<file path="src/rtl/csi2_pkg.sv">
// Shared definitions for the CSI-2 lane transmitter: data types, lane FSM states,
// header ECC and serial CRC-16 helpers.
package csi2_pkg;

   localparam logic [5:0] DT_FS   = 6'h00;
   localparam logic [5:0] DT_FE   = 6'h01;
   localparam logic [5:0] DT_LS   = 6'h02;
   localparam logic [5:0] DT_LE   = 6'h03;
   localparam logic [5:0] DT_RAW8 = 6'h2A;

   localparam logic [7:0] SYNC_BYTE = 8'hB8;

   typedef enum logic [3:0] {
      IDLE,
      LPX,
      PREP,
      HS_ZERO,
      SYNC,
      HEADER,
      PAYLOAD,
      CRC,
      TRAIL
   } tx_state_e;

   // d[7:0] is the data identifier, d[23:8] the word count.
   function automatic logic [7:0] csi2_ecc(input logic [23:0] d);
      logic [7:0] p;
      p[0] = d[0] ^ d[1] ^ d[2] ^ d[4] ^ d[5] ^ d[7] ^ d[10] ^ d[11] ^ d[13]
           ^ d[16] ^ d[20] ^ d[21] ^ d[22] ^ d[23];
      p[1] = d[0] ^ d[1] ^ d[3] ^ d[4] ^ d[6] ^ d[8] ^ d[10] ^ d[12] ^ d[14]
           ^ d[17] ^ d[20] ^ d[21] ^ d[22] ^ d[23];
      p[2] = d[0] ^ d[2] ^ d[3] ^ d[5] ^ d[6] ^ d[9] ^ d[11] ^ d[12] ^ d[15]
           ^ d[18] ^ d[20] ^ d[21] ^ d[22];
      p[3] = d[1] ^ d[2] ^ d[3] ^ d[7] ^ d[8] ^ d[9] ^ d[13] ^ d[14] ^ d[15]
           ^ d[19] ^ d[20] ^ d[21] ^ d[23];
      p[4] = d[4] ^ d[5] ^ d[6] ^ d[7] ^ d[8] ^ d[9] ^ d[16] ^ d[17] ^ d[18]
           ^ d[19] ^ d[20] ^ d[22] ^ d[23];
      p[5] = d[10] ^ d[11] ^ d[12] ^ d[13] ^ d[14] ^ d[15] ^ d[16] ^ d[17]
           ^ d[18] ^ d[19] ^ d[21] ^ d[22] ^ d[23];
      p[7:6] = 2'b00;
      return p;
   endfunction

   // Reflected x^16+x^12+x^5+1, one payload bit at a time.
   function automatic logic [15:0] csi2_crc16_bit(input logic [15:0] crc, input logic b);
      logic [15:0] nxt;
      nxt = {1'b0, crc[15:1]};
      if (crc[0] ^ b) nxt = nxt ^ 16'h8408;
      return nxt;
   endfunction

endpackage

</file>
<file path="src/rtl/csi2_crc16.sv">
// Serial CRC-16 register; clear loads the 0xFFFF seed, enable folds in one bit.
module csi2_crc16 import csi2_pkg::*; (
   input  logic        clk,
   input  logic        reset,
   input  logic        clear,
   input  logic        enable,
   input  logic        bit_in,
   output logic [15:0] crc
);

   always_ff @(posedge clk) begin
      if (reset) crc <= '0;
      else if (clear) crc <= 16'hFFFF;
      else if (enable) crc <= csi2_crc16_bit(crc, bit_in);
   end

endmodule

</file>
<file path="src/rtl/csi2_lane_tx.sv">
// Single-lane CSI-2 transmitter: LP entry, bit-serial SYNC/header/payload/CRC, HS trail,
// plus the HS clock lane.
module csi2_lane_tx import csi2_pkg::*; #(
   parameter int T_LPX   = 2,
   parameter int T_PREP  = 2,
   parameter int T_ZERO  = 8,
   parameter int T_TRAIL = 4
) (
   input  logic        clk,
   input  logic        reset,
   input  logic        pkt_valid,
   output logic        pkt_ready,
   input  logic [1:0]  pkt_vc,
   input  logic [5:0]  pkt_dt,
   input  logic [15:0] pkt_wc,
   input  logic [7:0]  pl_data,
   input  logic        pl_valid,
   output logic        pl_ready,
   output logic        data_p,
   output logic        data_n,
   output logic        clk_p,
   output logic        clk_n,
   output logic        busy,
   output logic        underrun
);

   tx_state_e   state, state_next;
   logic [5:0]  cnt;
   logic [2:0]  bit_cnt;
   logic [15:0] byte_cnt;
   logic [7:0]  pl_byte;
   logic [1:0]  hdr_vc;
   logic [5:0]  hdr_dt;
   logic [15:0] hdr_wc;
   logic        last_bit;
   logic        clk_tgl;
   logic [15:0] crc;
   logic [23:0] hdr;
   logic [31:0] hdr_word;
   logic        is_short;
   logic        last_byte;
   logic        hs_win;
   logic        tx_bit;
   logic        fetch;

   assign hdr       = {hdr_wc, hdr_vc, hdr_dt};
   assign hdr_word  = {csi2_ecc(hdr), hdr};
   assign is_short  = hdr_dt < 6'h10;
   assign last_byte = byte_cnt == hdr_wc - 16'd1;

   assign pkt_ready = (state == IDLE) && !reset;
   assign pl_ready  = fetch && !reset;
   assign underrun  = pl_ready && !pl_valid;
   assign busy      = state != IDLE;
   assign clk_p     = hs_win && !clk_tgl;
   assign clk_n     = !clk_p;

   always_ff @(posedge clk) begin
      if (reset) state <= IDLE;
      else state <= state_next;
   end

   // cnt times every fixed-length phase; bit_cnt/byte_cnt only walk the payload.
   always_ff @(posedge clk) begin
      if (reset) begin
         cnt      <= '0;
         bit_cnt  <= '0;
         byte_cnt <= '0;
         pl_byte  <= '0;
         hdr_vc   <= '0;
         hdr_dt   <= '0;
         hdr_wc   <= '0;
         last_bit <= 1'b0;
         clk_tgl  <= 1'b0;
      end else begin
         cnt     <= (state_next != state) ? 6'd0 : cnt + 6'd1;
         bit_cnt <= (state == PAYLOAD) ? bit_cnt + 3'd1 : 3'd0;
         if (state != PAYLOAD) byte_cnt <= '0;
         else if (bit_cnt == 3'd7) byte_cnt <= byte_cnt + 16'd1;
         if (state == IDLE && pkt_valid) begin
            hdr_vc <= pkt_vc;
            hdr_dt <= pkt_dt;
            hdr_wc <= pkt_wc;
         end
         if (fetch) pl_byte <= pl_valid ? pl_data : 8'h00;
         if (state inside {SYNC, HEADER, PAYLOAD, CRC}) last_bit <= tx_bit;
         clk_tgl <= hs_win ? !clk_tgl : 1'b0;
      end
   end

   always_comb begin
      state_next = state;
      tx_bit     = 1'b0;
      hs_win     = 1'b0;
      fetch      = 1'b0;
      data_p     = 1'b1;
      data_n     = 1'b1;
      case (state)
         IDLE: if (pkt_valid) state_next = LPX;
         LPX: begin
            data_p = 1'b0;
            if (cnt == 6'(T_LPX - 1)) state_next = PREP;
         end
         PREP: begin
            data_p = 1'b0;
            data_n = 1'b0;
            if (cnt == 6'(T_PREP - 1)) state_next = HS_ZERO;
         end
         HS_ZERO: begin
            hs_win = 1'b1;
            if (cnt == 6'(T_ZERO - 1)) state_next = SYNC;
         end
         SYNC: begin
            hs_win = 1'b1;
            tx_bit = SYNC_BYTE[cnt[2:0]];
            if (cnt == 6'd7) state_next = HEADER;
         end
         HEADER: begin
            hs_win = 1'b1;
            tx_bit = hdr_word[cnt[4:0]];
            if (cnt == 6'd31) begin
               if (is_short) state_next = TRAIL;
               else if (hdr_wc == 16'd0) state_next = CRC;
               else begin
                  state_next = PAYLOAD;
                  fetch      = 1'b1;
               end
            end
         end
         PAYLOAD: begin
            hs_win = 1'b1;
            tx_bit = pl_byte[bit_cnt];
            if (bit_cnt == 3'd7) begin
               if (last_byte) state_next = CRC;
               else fetch = 1'b1;
            end
         end
         CRC: begin
            hs_win = 1'b1;
            tx_bit = crc[cnt[3:0]];
            if (cnt == 6'd15) state_next = TRAIL;
         end
         TRAIL: begin
            hs_win = 1'b1;
            tx_bit = !last_bit;
            if (cnt == 6'(T_TRAIL - 1)) state_next = IDLE;
         end
         default: state_next = IDLE;
      endcase
      if (hs_win) begin
         data_p = tx_bit;
         data_n = !tx_bit;
      end
   end

   csi2_crc16 u_crc (
      .clk    (clk),
      .reset  (reset),
      .clear  (state == IDLE),
      .enable (state == PAYLOAD),
      .bit_in (tx_bit),
      .crc    (crc)
   );

endmodule

</file>
<file path="config.mk">
export PLATFORM = sky130hd
export DESIGN_NAME = csi2_lane_tx
export DESIGN_NICKNAME = d
export VERILOG_FILES = /design/src/rtl/csi2_pkg.sv /design/src/rtl/csi2_crc16.sv /design/src/rtl/csi2_lane_tx.sv
export SDC_FILE = /design/constraint.sdc
export NUM_CORES = 1
export LEC_CHECK = 0
export CORE_ASPECT_RATIO = 0.8
export CORE_MARGIN = 2
export CORE_UTILIZATION = 45
export DETAILED_ROUTE_END_ITERATION = 8
export GPL_ROUTABILITY_DRIVEN = 0
export PLACE_DENSITY_LB_ADDON = 0.12
export SYNTH_ARGS = -nofsm -noshare
export SYNTH_HDL_FRONTEND = slang
export SYNTH_SLANG_ARGS = --single-unit
</file>
<file path="constraint.sdc">
create_clock -name clk -period 5.2 [get_ports clk]
set_clock_uncertainty 0.15 [all_clocks]
set_input_delay 0.52 -clock clk [delete_from_list [all_inputs] [get_ports clk]]
set_output_delay 0.52 -clock clk [all_outputs]
set_load 0.005 [all_outputs]
</file>
==> results.json, run 1 <==
{
  "outcome": "complete, no violations",
  "pin_count": 44,
  "placed_cell_area_sq_mm": 0.00532,
  "tns_ns": 0,
  "design.core.area_sq_mm": 0.0107,
  "setup_viol": 0,
  "relSlewSlack_pct": 42.6,
  "die_w_um": 121,
  "worstSetupStartpointType": "flop",
  "dieArea_sq_mm": 0.0117,
  "synth_cell_types": 69,
  "cts_buffer_depth": 2,
  "max_slew.worst_pin.slew_ns": 0.861,
  "placementRows": 34,
  "crit_arrival_ns": 3.59,
  "cp_slowest_cell": "dfxtp_1",
  "hold_buffers": 0,
  "synth-simple-area-share_pct": 20.4,
  "final_cell_mix": "nand2_1, dfxtp_1, nor2_1",
  "p_leak_uw": 0.00207,
  "grt_pass1_vias": 3761,
  "regArea_sq_mm": 0.00160,
  "drtIter0Drc": 378,
  "holdCritPathClass": "reg -> reg",
  "r2r_cells": 8,
  "dr.pass1.iters": 5,
  "drv_slew": 0,
  "postSynthAreaPerCell_sq_um": 8.75,
  "maxCapViolCount": 0,
  "cts_tree": "yes",
  "crit_path_cell_trace": "ha_1, nand2_1, nor3_1, a21boi_0, a32oi_2, nor3_1, clkdlybuf4s50_1",
  "htree_levels": 3,
  "cts-root-buf": "clkbuf_16",
  "period_needed_ns": 4.26,
  "worst-setup-path-type": "reg -> out",
  "synth.top_cell.area_share_pct": 32.7,
  "whs_endpoint": "pl_byte[5]",
  "post_cts_resized": 0,
  "cp.required_ns": 4.53,
  "syn_to_final_growth_pct": 14.1,
  "start_util_pct": 45.6,
  "synth_edf_count": 0,
  "overflow": 0,
  "r2r_end": "cnt[2]",
  "via_per_inst": 5.49,
  "multiInputGateArea_sq_mm": 0.00304,
  "port_buffers": 43,
  "max_stage_delay_ns": 0.66,
  "drcViolationCount": 0,
  "final_common_cell": "nand2_1",
  "ys.flop_type": "dfxtp_1",
  "peakVddDrop_mv": 0.147,
  "grt_pass1_wl_um": 19200,
  "clock_latency_ns": 0.34,
  "nFillCells": 1018,
  "post_cts_buffers": 0,
  "synthAdderAreaFrac_pct": 2.05,
  "cts_made_buffers": 9,
  "antenna_cells": 0,
  "drive_gt1_share_pct": 8.33,
  "synth.area.mux_share_pct": 9.00,
  "reg2reg_setup_slack_ns": 1.75,
  "cp_max_fo": 13,
  "rsz0062_at_grt": "false",
  "synth_top_family_by_area": "simple AND/OR/NAND/NOR gates",
  "ant_nets": 0,
  "crit_top_cell": "nor3_1",
  "synth_compound_area_share_pct": 13.3,
  "synth_xor_area_share_pct": 17.4,
  "timing.rr.start": "cnt[1]",
  "critPathCaptureType": "output port",
  "ys_seq_elements": 80,
  "nets": 616,
  "routed_wl_um": 11500,
  "layout_setup_ws_ns": 0.939,
  "synth_warnings": 0,
  "crit_buf_inv": 1,
  "die_h_um": 97.3,
  "hold_viol": 0,
  "place_ws_ns": 1.34,
  "syn_nets": 603,
  "period_share_pct": 81.9,
  "synth.yosys.seq_area_share_pct": 32.7,
  "syn_area_sq_mm": 0.00489,
  "num_vias": 3950,
  "fmax_mhz": 235,
  "clock-sinks": 80,
  "final_cell_area_sq_mm": 0.00558,
  "synth.largest_area_cell": "dfxtp_1",
  "whs_path_depth": 1,
  "syn_inst": 559,
  "yosys-top-cells-area": "dfxtp_1, xnor2_1, nand2_1",
  "async_reset_ff_share_pct": 0,
  "path_delay_family": "simple AND/OR/NAND/NOR gates",
  "min-delay-start": "pl_byte[5]",
  "path_clk_slew_ns": 0.06,
  "routedWlPerCell_um": 15.9,
  "dp_hpwl_um": 8310,
  "grt_max_degree": 51,
  "antenna_found_initial": 0,
  "grt_use_total_pct": 20.6,
  "powerDensity_mw_per_mm2": 329,
  "total_power_uw": 1830
}
-- flip-flops by register name (all words and copies together), names as in the netlist, named ones only --
signal	count
hdr_vc	2
hdr_wc	16
bit_cnt	3
byte_cnt	16
pl_byte	8
u_crc.crc	16
last_bit	1
cnt	6
clk_tgl	1
state	4
hdr_dt	6
-- layout make-up --
type | instances | share of cell area, %
Inverter | 14 | 0.941
Clock buffer | 10 | 4.10
Timing Repair Buffer | 45 | 7.89
Tap cell | 144 | 3.23
Sequential cell | 80 | 28.7
Multi-Input combinational cell | 422 | 54.5
Clock inverter | 5 | 0.628
-- worst max-delay path by stage --
stage,start,to,slack (ns),depth (start not counted)
2_1_floorplan,cnt[0],data_p,2.10,8
3_3_place_gp,cnt[1],underrun,1.31,7
3_5_place_dp,cnt[1],underrun,1.34,7
4_1_cts,cnt[1],underrun,0.93,7
5_1_grt,cnt[0],data_n,0.71,8
6_report,cnt[1],underrun,0.94,7
-- synth_stat cells, drive strengths merged, types with 2 or more instances --
master	count
or3	5
mux2i	11
nand2b	4
a21oi	34
nor3	7
inv	13
nor2	52
a21boi	2
o21ai	5
clkbuf	28
xor2	25
and3b	2
a2111oi	2
nand3b	2
xnor2	44
o21a	4
ha	8
and3	5
nor4	2
dfxtp	80
mux4	13
or4	2
nor3b	2
a211oi	2
o211ai	5
a22o	8
nand2	95
and2	3
nand4	4
xnor3	11
nor2b	8
a31oi	17
mux2	3
and4	3
buf	15
o21bai	2
a22oi	3
nand3	13
-- report_power, final --
part / total, uW / internal [uW] / switching (uW)
Clock: 569 / 320 / 249
Sequential: 737 / 656 / 81.0
Combinational: 528 / 290 / 238
-- worst register-to-register path: cells and delay by family, from the launching register on --
family	cells	cell delay (ns)
AOI/OAI and AO/OA	4	1.30
adders and majority gates	1	0.39
DFF	1	0.66
and+or+nand+nor	3	0.88
-- cells by family (layout without fill, tap and decap cells) --
family,after synthesis,after routing
simple gates,213,213
compound gates,94,94
flops,80,80
xor+xnor,80,80
buf+inv,57,74
fa+ha+maj,8,8
mux,27,27
-- per-layer routing --
layer / share of wire [%] / up-vias / global-route usage [%]
met1: 51 / 1885 / 31.2
met2: 42 / 95 / 28.9
li1: - / 1955 / -
met4: 1.5 / 0 / 6.17
met3: 6.0 / 15 / 4.93
met5: 0 / - / 0
-- through the flow --
stage	hold WS (ns)	utilization (%)	instances
final	0.327	52.1	720
after global routing	0.342	52.1	720
after CTS	0.330	52.1	720
after detailed placement	0.316	49.6	705
after global placement	0.310	49.6	705
after floorplan	0.293	-	559
Note: power is estimated with default switching activity, not from simulation.
==> run 2, diff against run 1 <==
==> constraint.sdc (replaced) <==
create_clock -name clk -period 4 [get_ports clk]
set_clock_uncertainty 0.15 [all_clocks]
set_input_delay 0.4 -clock clk [delete_from_list [all_inputs] [get_ports clk]]
set_output_delay 0.4 -clock clk [all_outputs]
set_load 0.005 [all_outputs]
==> results.json, run 2 (synthesized netlist as in run 1, its figures left out) <==
{
  "powerDensity_mw_per_mm2": 442,
  "routed_wl_um": 11500,
  "cp_max_fo": 7,
  "outcome": "complete, no violations",
  "swShare_pct": 30.7,
  "hold_buffers": 0,
  "placementRows": 34,
  "antenna_found_initial": 0,
  "drcViolationCount": 0,
  "whs_path_depth": 2,
  "ant_nets": 0,
  "dp_hpwl_um": 8360,
  "period_share_pct": 96.0,
  "clock-sinks": 80,
  "grt_max_degree": 45,
  "cts-root-buf": "clkbuf_16",
  "crit_arrival_ns": 3.29,
  "p_seq_share_pct": 37.6,
  "drtIter0Drc": 291,
  "fmax_mhz": 261,
  "die_h_um": 97.3,
  "place_ws_ns": 0.411,
  "via_per_inst": 5.43,
  "p_sw_uw": 772,
  "drv_slew": 0,
  "worst-setup-path-type": "reg -> out",
  "cts_buffer_depth": 2,
  "relSlewSlack_pct": 40.8,
  "min-delay-start": "reset",
  "pwr-share-comb_pct": 28.5,
  "timing.critical_path.from": "hdr_wc[0]",
  "start_util_pct": 45.6,
  "peakVddDrop_mv": 0.219,
  "syn_to_final_growth_pct": 16.2,
  "die_w_um": 121,
  "grt_pass1_vias": 3930,
  "routedWlPerCell_um": 15.9,
  "r2r_cells": 10,
  "clock_power_share_pct": 33.9,
  "p_leak_uw": 0.00212,
  "overflow": 0,
  "htree_levels": 3,
  "reg_top3": "byte_cnt: 16 flops, hdr_wc: 16 flops, u_crc.crc: 16 flops",
  "reg2reg_setup_slack_ns": 0.89,
  "holdCritPathClass": "in -> reg",
  "drive_gt1_share_pct": 10.5,
  "maxCapViolCount": 0,
  "layout_setup_ws_ns": 0.161,
  "cts_tree": "yes",
  "final_common_cell": "nand2_1",
  "hold_viol": 0,
  "design.core.area_sq_mm": 0.0107,
  "period_needed_ns": 3.84,
  "grt_pass1_wl_um": 19700,
  "nFillCells": 1010,
  "max_slew.worst_pin.slew_ns": 0.888,
  "dieArea_sq_mm": 0.0117,
  "setup_viol": 0,
  "wl_met1_um": 5850,
  "path_clk_slew_ns": 0.06,
  "antenna_cells": 0,
  "p_int_uw": 1740,
  "grt_use_total_pct": 20.8,
  "cp.required_ns": 3.45,
  "tns_ns": 0,
  "regArea_sq_mm": 0.00161,
  "port_buffers": 43,
  "clock_latency_ns": 0.34,
  "pin_count": 44,
  "met2_length_um": 4930,
  "timing.rr.start": "hdr_wc[0]",
  "nets": 623,
  "num_vias": 3948,
  "critPathCaptureType": "output port",
  "final_cell_mix": "nand2_1, dfxtp_1, nor2_1",
  "worstSetupStartpointType": "flop",
  "highest_layer": "met4",
  "cts_made_buffers": 9,
  "multiInputGateArea_sq_mm": 0.00305,
  "wl_met3_um": 591,
  "dr.pass1.iters": 5
}
run 2: power groups by stage:
stage          logic, uW  registers [uW]  clock network (uW)
3_5_place_dp         705             959                   0
5_1_grt              782             954                 892
3_3_place_gp         700             957                   0
6_report             715             945                 852
4_1_cts              710             942                 867
2_1_floorplan        597             900                   0
run 2: final timing paths:
path                      to
setup / recovery    underrun
hold / removal     hdr_wc[0]
setup reg to reg  pl_byte[0]
hold reg to reg   pl_byte[5]
run 2: worst max-delay path, cell delays in order (launching register included):
cell and delay [ns]:
dfxtp_2 0.38, inv_1 0.07, ha_1 0.20, nand3b_1 0.20, xor2_1 0.22, or4_4 0.44, a2111oi_4 0.31, nand4_1 0.23
a32oi_2 0.36, nor3_1 0.08, clkdlybuf4s50_1 0.45
run 2: stage by stage:
step           hold slack, ns  cells  area [sq um]  util (%)  power (uW)
6_report                0.212    727          5690      53.1        2510
5_1_grt                 0.235    727          5690      53.1        2630
4_1_cts                 0.209    726          5670      52.9        2520
3_5_place_dp            0.316    711          5360      50.0        1660
3_3_place_gp            0.312    711          5360      50.0        1660
2_1_floorplan           0.293    559          4890         -        1500
run 2: routing by layer:
metal / vias to the layer above / GRT usage (%)
met5: - / 0
met4: 0 / 5.81
met3: 15 / 4.64
met2: 99 / 30.5
met1: 1871 / 30.6
li1: 1963 / -
run 2: timing repair:
action	CTS	global route
endpoints found under the setup margin	0	4
buffers inserted	0	1
gates resized for setup	0	6
run 2: layout make-up:
type | count | share of cell area [%]
clock buffers | 10 | 4.20
clock inverters | 5 | 1.12
inverters | 14 | 0.924
multi-input cells | 422 | 53.7
flip-flops and latches | 80 | 28.2
well taps | 144 | 3.17
repair buffers | 52 | 8.67
==> run 3, diff against run 2 <==
--- a/config.mk
+++ b/config.mk
@@ -7,7 +7,8 @@
 export LEC_CHECK = 0
 export CORE_ASPECT_RATIO = 0.8
 export CORE_MARGIN = 2
-export CORE_UTILIZATION = 45
+export CORE_UTILIZATION = 50
+export CTS_CLUSTER_SIZE = 20
 export DETAILED_ROUTE_END_ITERATION = 8
 export GPL_ROUTABILITY_DRIVEN = 0
 export PLACE_DENSITY_LB_ADDON = 0.12
==> constraint.sdc (replaced) <==
create_clock -name clk -period 4 [get_ports clk]
set_clock_uncertainty 0.15 [all_clocks]
set_input_delay 0.8 -clock clk [delete_from_list [all_inputs] [get_ports clk]]
set_output_delay 0.8 -clock clk [all_outputs]
set_load 0.005 [all_outputs]
==> results.json, run 3 (synthesized netlist as in run 1, its figures left out) <==
{
  "outcome": "complete, no violations",
  "maxCapViolCount": 0,
  "drv_slew": 0,
  "p_leak_uw": 0.00224,
  "drcViolationCount": 0,
  "pin_count": 44,
  "max_slew.worst_pin.slew_ns": 0.889,
  "htree_levels": 3,
  "peakVddDrop_mv": 0.255,
  "hold_buffers": 0,
  "num_vias": 4108,
  "antenna_found_initial": 0,
  "drive_gt1_share_pct": 16.1,
  "clock_latency_ns": 0.34,
  "fmax_mhz": 257,
  "cp_max_fo": 5,
  "grt_pass1_vias": 3812,
  "dp_hpwl_um": 8520,
  "port_buffers": 43,
  "routedWlPerCell_um": 16.4,
  "cts_tree": "yes",
  "p_sw_uw": 790,
  "hold_viol": 0,
  "crit_arrival_ns": 2.94,
  "cts-root-buf": "clkbuf_16",
  "ant_nets": 0,
  "worstSetupStartpointType": "flop",
  "nets": 644,
  "dr.pass1.iters": 5,
  "placementRows": 32,
  "holdCritPathClass": "reg -> reg",
  "die_w_um": 115,
  "tns_ns": 0,
  "overflow": 0,
  "syn_to_final_growth_pct": 20.2,
  "pwr-share-comb_pct": 31.5,
  "relSlewSlack_pct": 40.7,
  "worst-setup-path-type": "reg -> out",
  "powerDensity_mw_per_mm2": 428,
  "cts_made_buffers": 9,
  "path_clk_slew_ns": 0.06,
  "crit_path_cell_trace": "inv_1, ha_2, nand3b_1, xor2_1, or4_4, a2111oi_4, nand4_1, a32oi_4, nor3_1, clkdlybuf4s15_1",
  "design.core.area_sq_mm": 0.00957,
  "final_common_cell": "nand2_1",
  "reg_top3": "byte_cnt: 16 flops, hdr_wc: 16 flops, u_crc.crc: 16 flops",
  "grt_max_degree": 51,
  "cp.required_ns": 3.05,
  "die_h_um": 92.5,
  "clock_power_share_pct": 31.1,
  "period_needed_ns": 3.89,
  "antenna_cells": 0,
  "clock-sinks": 80,
  "cts_buffer_depth": 2,
  "fin_cells": 723,
  "swShare_pct": 31.4,
  "critPathCaptureType": "output port",
  "period_share_pct": 97.3,
  "start_util_pct": 51.1,
  "setup_viol": 0,
  "dieArea_sq_mm": 0.0106,
  "p_int_uw": 1720,
  "routed_wl_um": 11900,
  "dp_cells": 698,
  "grt_pass1_wl_um": 19200,
  "p_seq_share_pct": 37.4,
  "drtIter0Drc": 293,
  "final_cell_mix": "nand2_1, dfxtp_1, nor2_1",
  "via_per_inst": 5.68,
  "max_stage_delay_ns": 0.43,
  "grt_use_total_pct": 23.1,
  "cp_slowest_cell": "or4_4",
  "nFillCells": 805
}
run 3: changes by cell type in the layout (fill, tap and decap cells not counted), sizes merged:
cell           change
clkinv             +3
clkdlybuf4s50      -2
clkdlybuf4s15      +2
inv                -1
bufinv             -1
buf               +21
clkinvlp           -1
run 3: final timing paths:
path,to,slack (ns),cells after the start,start
setup / recovery,underrun,0.11,10,hdr_wc[3]
hold / removal,pl_byte[2],0.33,1,pl_byte[2]
setup reg to reg,cnt[5],0.75,12,hdr_wc[3]
hold reg to reg,pl_byte[2],0.33,1,pl_byte[2]
run 3: through the flow:
stage	power, uW	setup slack, ns	util (%)	hold WS (ns)	cell area, sq um
6_report	2510	0.109	61.5	0.327	5880
5_1_grt	2630	-0.00992	61.5	0.335	5880
4_1_cts	2470	0.00810	59.9	0.330	5730
3_5_place_dp	1690	0.105	56.8	0.315	5440
3_3_place_gp	1680	0.252	56.8	0.310	5440
2_1_floorplan	1500	0.617	-	0.293	4890
run 3: area by class of cell:
class	instances	area [sq um]	area share (%)
clock inverters	5	40.0	0.681
multi-input cells	422	3110	52.8
flip-flops and latches	80	1630	27.7
clock buffers	10	239	4.06
repair buffers	73	667	11.3
inverters	14	52.6	0.893
well taps	119	149	2.53
run 3: critical path, delay by kind of cell, from the launching register on:
family,cells,cell delay [ns]
flops,1,0.36
compound gates,2,0.70
buf+inv,2,0.28
xor+xnor,1,0.18
simple gates,4,0.90
fa+ha+maj,1,0.18
run 3: timing repair:
action	CTS	global route
gates cloned	0	0
pin swaps	2	11
setup buffers	1	9
gates resized for setup	10	25
endpoints found under the setup margin	4	4
run 3: layer usage:
metal | routed length (um) | GRT usage [%] | up-vias
met5 | 0 | 0 | -
met4 | 145 | 5.59 | 0
met3 | 710 | 5.04 | 13
met2 | 5190 | 34.5 | 125
met1 | 5810 | 34.0 | 1955
li1 | - | - | 2015
run 3: power groups by stage:
stage | clock (uW) | sequential, uW | combinational (uW)
finish | 783 | 940 | 791
detailed placement | 0 | 953 | 738
global placement | 0 | 952 | 732
CTS | 794 | 937 | 744
floorplan | 0 | 900 | 597
global route | 825 | 948 | 860
